File: src/rtl/of_common_pkg.sv
// Shared types and constants for the optical-flow line-buffer sequencing logic.
package of_common_pkg;

    typedef enum logic [1:0] {
        ST_IDLE   = 2'd0,
        ST_STREAM = 2'd1,
        ST_DRAIN  = 2'd2,
        ST_DONE   = 2'd3
    } lb_ctrl_state_e;

    localparam int LB_WIN  = 5;
    localparam int LB_HALF = 2;

    localparam int DEF_WIDTH  = 320;
    localparam int DEF_HEIGHT = 240;
    localparam int DEF_X_W    = $clog2(DEF_WIDTH);
    localparam int DEF_Y_W    = $clog2(DEF_HEIGHT);

    function automatic int coord_w(input int n);
        return (n > 1) ? $clog2(n) : 1;
    endfunction

endpackage

File: src/rtl/pixel_pos_counter.sv
// Raster col/row position counter; flags the last pixel of the frame.
module pixel_pos_counter
    import of_common_pkg::*;
#(
    parameter int WIDTH  = DEF_WIDTH,
    parameter int HEIGHT = DEF_HEIGHT,
    parameter int X_W    = coord_w(WIDTH),
    parameter int Y_W    = coord_w(HEIGHT)
) (
    input  logic           clk,
    input  logic           rst_n,
    input  logic           i_clear,
    input  logic           i_en,
    output logic [X_W-1:0] o_col,
    output logic [Y_W-1:0] o_row,
    output logic           o_frame_end
);

    logic [X_W-1:0] r_col;
    logic [Y_W-1:0] r_row;
    logic           w_col_last;
    logic           w_row_last;

    assign w_col_last = (r_col == X_W'(WIDTH - 1));
    assign w_row_last = (r_row == Y_W'(HEIGHT - 1));

    always_ff @(posedge clk or negedge rst_n) begin
        if (!rst_n) begin
            r_col <= '0;
            r_row <= '0;
        end else if (i_clear) begin
            r_col <= '0;
            r_row <= '0;
        end else if (i_en) begin
            if (w_col_last) begin
                r_col <= '0;
                r_row <= w_row_last ? '0 : r_row + 1'b1;
            end else begin
                r_col <= r_col + 1'b1;
            end
        end
    end

    assign o_col       = r_col;
    assign o_row       = r_row;
    assign o_frame_end = w_col_last && w_row_last;

endmodule

File: src/rtl/line_buffer_5x5_ctrl.sv
// Frame sequencer for the 5x5 line buffer: gates upstream pixels, tracks window centres, flags desync.
//   state  | meaning
//   IDLE   | waiting for frame_start
//   STREAM | accepting pixels while the current window is consumed
//   DRAIN  | all pixels pushed, waiting for the final window to be taken
//   DONE   | one-cycle frame_done, then back to IDLE
module line_buffer_5x5_ctrl
    import of_common_pkg::*;
#(
    parameter  int WIDTH      = DEF_WIDTH,
    parameter  int HEIGHT     = DEF_HEIGHT,
    parameter  int DATA_WIDTH = 12,
    localparam int X_W        = coord_w(WIDTH),
    localparam int Y_W        = coord_w(HEIGHT)
) (
    input  logic                         clk,
    input  logic                         rst_n,
    input  logic                         frame_start,
    input  logic signed [DATA_WIDTH-1:0] s_data,
    input  logic                         s_valid,
    output logic                         s_ready,
    output logic signed [DATA_WIDTH-1:0] lb_data,
    output logic                         lb_valid,
    input  logic                         lb_window_valid,
    output logic                         m_valid,
    input  logic                         m_ready,
    output logic [X_W-1:0]               m_x,
    output logic [Y_W-1:0]               m_y,
    output logic                         m_last,
    output logic                         busy,
    output logic                         frame_done,
    output logic                         err_sync
);

    lb_ctrl_state_e r_state;
    logic           r_m_valid;
    logic [X_W-1:0] r_m_x;
    logic [Y_W-1:0] r_m_y;
    logic           r_m_last;
    logic           r_push_d;
    logic           r_err_sync;

    logic           w_clear;
    logic           w_ready;
    logic           w_push;
    logic           w_win;
    logic [X_W-1:0] w_col;
    logic [Y_W-1:0] w_row;
    logic           w_frame_end;

    assign w_clear = (r_state == ST_IDLE) && frame_start;
    assign w_ready = (r_state == ST_STREAM) && (!r_m_valid || m_ready);
    assign w_push  = s_valid && w_ready;
    assign w_win   = (w_col >= X_W'(LB_WIN - 1)) && (w_row >= Y_W'(LB_WIN - 1));

    pixel_pos_counter #(
        .WIDTH  (WIDTH),
        .HEIGHT (HEIGHT),
        .X_W    (X_W),
        .Y_W    (Y_W)
    ) u_pos (
        .clk         (clk),
        .rst_n       (rst_n),
        .i_clear     (w_clear),
        .i_en        (w_push),
        .o_col       (w_col),
        .o_row       (w_row),
        .o_frame_end (w_frame_end)
    );

    always_ff @(posedge clk or negedge rst_n) begin
        if (!rst_n) begin
            r_state <= ST_IDLE;
        end else begin
            unique case (r_state)
                ST_IDLE:   if (frame_start) r_state <= ST_STREAM;
                ST_STREAM: if (w_push && w_frame_end) r_state <= ST_DRAIN;
                ST_DRAIN:  if (!r_m_valid || m_ready) r_state <= ST_DONE;
                ST_DONE:   r_state <= ST_IDLE;
                default:   r_state <= ST_IDLE;
            endcase
        end
    end

    // A freshly registered window takes priority over retiring the one just consumed.
    always_ff @(posedge clk or negedge rst_n) begin
        if (!rst_n) begin
            r_m_valid <= 1'b0;
            r_m_x     <= '0;
            r_m_y     <= '0;
            r_m_last  <= 1'b0;
        end else if (w_push && w_win) begin
            r_m_valid <= 1'b1;
            r_m_x     <= w_col - X_W'(LB_HALF);
            r_m_y     <= w_row - Y_W'(LB_HALF);
            r_m_last  <= w_frame_end;
        end else if (r_m_valid && m_ready) begin
            r_m_valid <= 1'b0;
            r_m_last  <= 1'b0;
        end
    end

    always_ff @(posedge clk or negedge rst_n) begin
        if (!rst_n) begin
            r_push_d   <= 1'b0;
            r_err_sync <= 1'b0;
        end else begin
            r_push_d <= w_push;
            if ((r_push_d && (lb_window_valid != r_m_valid)) ||
                (frame_start && (r_state != ST_IDLE)))
                r_err_sync <= 1'b1;
        end
    end

    assign s_ready    = w_ready;
    assign lb_valid   = w_push;
    assign lb_data    = s_data;
    assign m_valid    = r_m_valid;
    assign m_x        = r_m_x;
    assign m_y        = r_m_y;
    assign m_last     = r_m_last;
    assign busy       = (r_state != ST_IDLE);
    assign frame_done = (r_state == ST_DONE);
    assign err_sync   = r_err_sync;

endmodule

File: config.mk
export PLATFORM = sky130hd
export DESIGN_NAME = line_buffer_5x5_ctrl
export DESIGN_NICKNAME = d
export VERILOG_FILES = /design/src/rtl/of_common_pkg.sv /design/src/rtl/pixel_pos_counter.sv /design/src/rtl/line_buffer_5x5_ctrl.sv
export SDC_FILE = /design/constraint.sdc
export NUM_CORES = 1
export LEC_CHECK = 0
export CAP_MARGIN = 20
export CORE_ASPECT_RATIO = 1.2
export CORE_UTILIZATION = 30
export DETAILED_ROUTE_END_ITERATION = 8
export PLACE_DENSITY = 0.51
export SYNTH_ARGS = -nofsm -noshare
export SYNTH_HDL_FRONTEND = slang
export SYNTH_HIERARCHICAL = 1
export SYNTH_SLANG_ARGS = --single-unit
File: constraint.sdc
create_clock -name clk -period 2.9 [get_ports clk]
set_clock_uncertainty 0.2 [all_clocks]
set_input_delay 0.435 -clock clk [delete_from_list [all_inputs] [get_ports clk]]
set_output_delay 0.435 -clock clk [all_outputs]
set_load 0.02 [all_outputs]
==> results of run 1 <==
## logic make-up (layout without fill, tap and decap cells)
| group | after synthesis | in the layout | synth area share [%] |
|---|---|---|---|
| and+or+nand+nor | 72 | 72 | 18.3 |
| buffers and inverters | 38 | 62 | 9.46 |
| AOI/OAI and AO/OA | 32 | 32 | 9.30 |
| xor gates and xnor gates | 15 | 15 | 5.71 |
| DFF | 40 | 40 | 43.5 |
| adders and majority gates | 8 | 8 | 4.35 |
| muxes | 18 | 18 | 9.41 |
## worst paths after layout
kind	startpoint	endpoint	slack [ns]	cells past startpoint
setup / recovery	m_ready	lb_valid	0.35	4
hold / removal	rst_n	u_pos/o_row[4]	0.08	1
hold reg to reg	err_sync	err_sync	0.29	1
min in group clk	err_sync	err_sync	0.29	1
max in group asynchronous	rst_n	u_pos/o_col[1]	1.85	1
setup reg to reg	u_pos/o_col[7]	r_state[1]	0.42	6
## cell type report
type                    instances  area, um^2
fillers                       735        4610
multi-input cells             145        1080
flip-flops and latches         40        1000
repair buffers                 35         330
well taps                      90         113
clock buffers                   6        72.6
inverters                      19        71.3
clock inverters                 2        35.0
## routing by layer
layer	part of all wire [%]	vias to the layer above	global-route usage, %
li1	-	809	-
met1	45	790	15.3
met2	49	25	20.8
met5	0	-	0
met3	3.8	5	2.34
met4	1.6	0	4.72
## where the power goes
part / total [mW] / switching, mW / internal [mW]
logic: 0.390 / 0.204 / 0.185
registers: 0.633 / 0.0421 / 0.591
clock network: 0.453 / 0.197 / 0.256
## sequential cells by signal (all words and copies together) (netlist names)
signal and count:
r_push_d 1, err_sync 1, r_state 2, u_pos/o_row 8, u_pos/o_col 9, m_valid 1, m_x 9, m_y 8
m_last 1
## layout by cell type (no fill, tap or decap), types with 3 or more instances in the layout
cell type / count
nand2_1: 9
clkbuf_8: 5
nor3_1: 4
mux2_4: 5
nand2b_1: 8
nand4_1: 3
mux2i_1: 4
or4_1: 6
inv_1: 19
buf_4: 6
ha_1: 8
nor2_1: 14
o21ai_0: 5
a21oi_1: 11
dfrtp_1: 40
clkdlybuf4s50_1: 28
nand3_1: 7
and3_1: 7
xnor2_1: 6
mux2_2: 9
xor2_1: 9
==> out/metrics.cfg, run 1 <==
[logic_synthesis]
synth_area_per_cell_um2=10.3
synth_area_um2=2300
seq_area_frac_synth_pct=43.5
synth_area_leader_cell=dfrtp_1
synth_warnings=6
async_reset_ff_share_pct=100
synth.most_common_cell=dfrtp_1
synth_common_cells=40 x dfrtp_1, 19 x inv_1, 14 x nor2_1
synth-seq-cells=40
syn_nets=249
synthTopCellsByArea=dfrtp_1 44%, mux2_2 4.4%, ha_1 4.4%, buf_4 4.2%, xor2_1 3.4%
synth_cell_types=49
ys.flop_type=dfrtp_1
synth_top_cell_area_share_pct=43.5
synth_edf_count=0
syn_inst=223

[placed_design]
port-buffer-count=29
gp_congestion=0.712
place_hpwl_um=3260
place_ws_ns=0.281
placed_cells=329
dpl_cell_area_um2=2600

[global_routing]
grt_start_max_net_pins=41
antenna_found_initial=0
overflow=0
grt_pass1_vias=1633
grt_pass1_wl_um=7600
grtUsageTotal_pct=12.4

[cells_and_area]
postLayoutCellArea_um2=2710
fin_util_pct=37.0
diodes=0
fin_cells=337
drive_gt1_share_pct=14.6
area_delta_synth_final_pct=17.6
fin_nets=272

[drt]
wl_um=4620
first_pass_iters=4
ant_nets=0
drt_iter0_markers=56
wl_per_cell_um=13.7
vias=1629
drc=0
drt-vias-per-instance=4.83

[cts]
clk_path_buf_depth=2
cts_made_buffers=5
cts.sinks=40
clkLatencyLatePin_ns=0.29
cts_resized=0
post_cts_buffers=0
cts_tree=built
cts-htree-levels=2
hold_buffers=0
root_buffer=clkbuf_8
clk_pin_slew_ns=0.08

[min_path]
hold_class=in -> async

[setup_path]
worstPathRequired_ns=2.27
cp_cell_sequence=clkdlybuf4s50_1, nand2b_1, and3_1, clkdlybuf4s50_1
critPathKind=in -> out
max_stage_delay_ns=0.63
cp_top_family=buffers and inverters
start_kind=input pin
crit_path_max_fanout=4
cp_num_buf_inv=2
end_kind=output port
cp_common_cell=clkdlybuf4s50_1
crit_slowest_cell=clkdlybuf4s50_1
worst_ep_arrival_time_ns=1.91

[floorplan]
ios=54
fp.dieW_um=81.9
initial_core_util_pct=31.4
die_h_um=97.9
core_um2=7320
rows=34
die_area_um2=8030

[sta]
period_share_pct=87.9
fin_tns_setup_ns=0
hold_viol=0
fmax_mhz=392
hold_slack_ns=0.0802
finalCriticalPeriod_ns=2.55
rsz0062_at_grt=false
finalMaxSlewViolations=0
worst_pin_slew_ns=0.921
layout_setup_ws_ns=0.351
finalSetupViolCount=0
relSlewSlack_pct=38.6

[power_and_ir_drop]
leakagePower_nw=1.25
peakVddDrop_uv=258
p_per_area_nw_per_um2=545
finalPower_mw=1.48

[run]
maxCapViolations=0

[outcome]
status=finished clean

Note: power is estimated with default switching activity, not from simulation.
==> run 2: changes to the inputs <==
Settings changed: CAP_MARGIN 20 to 0.
==> results of run 2 <==
The final DEF is identical to that of run 1; final timing and power are the same.
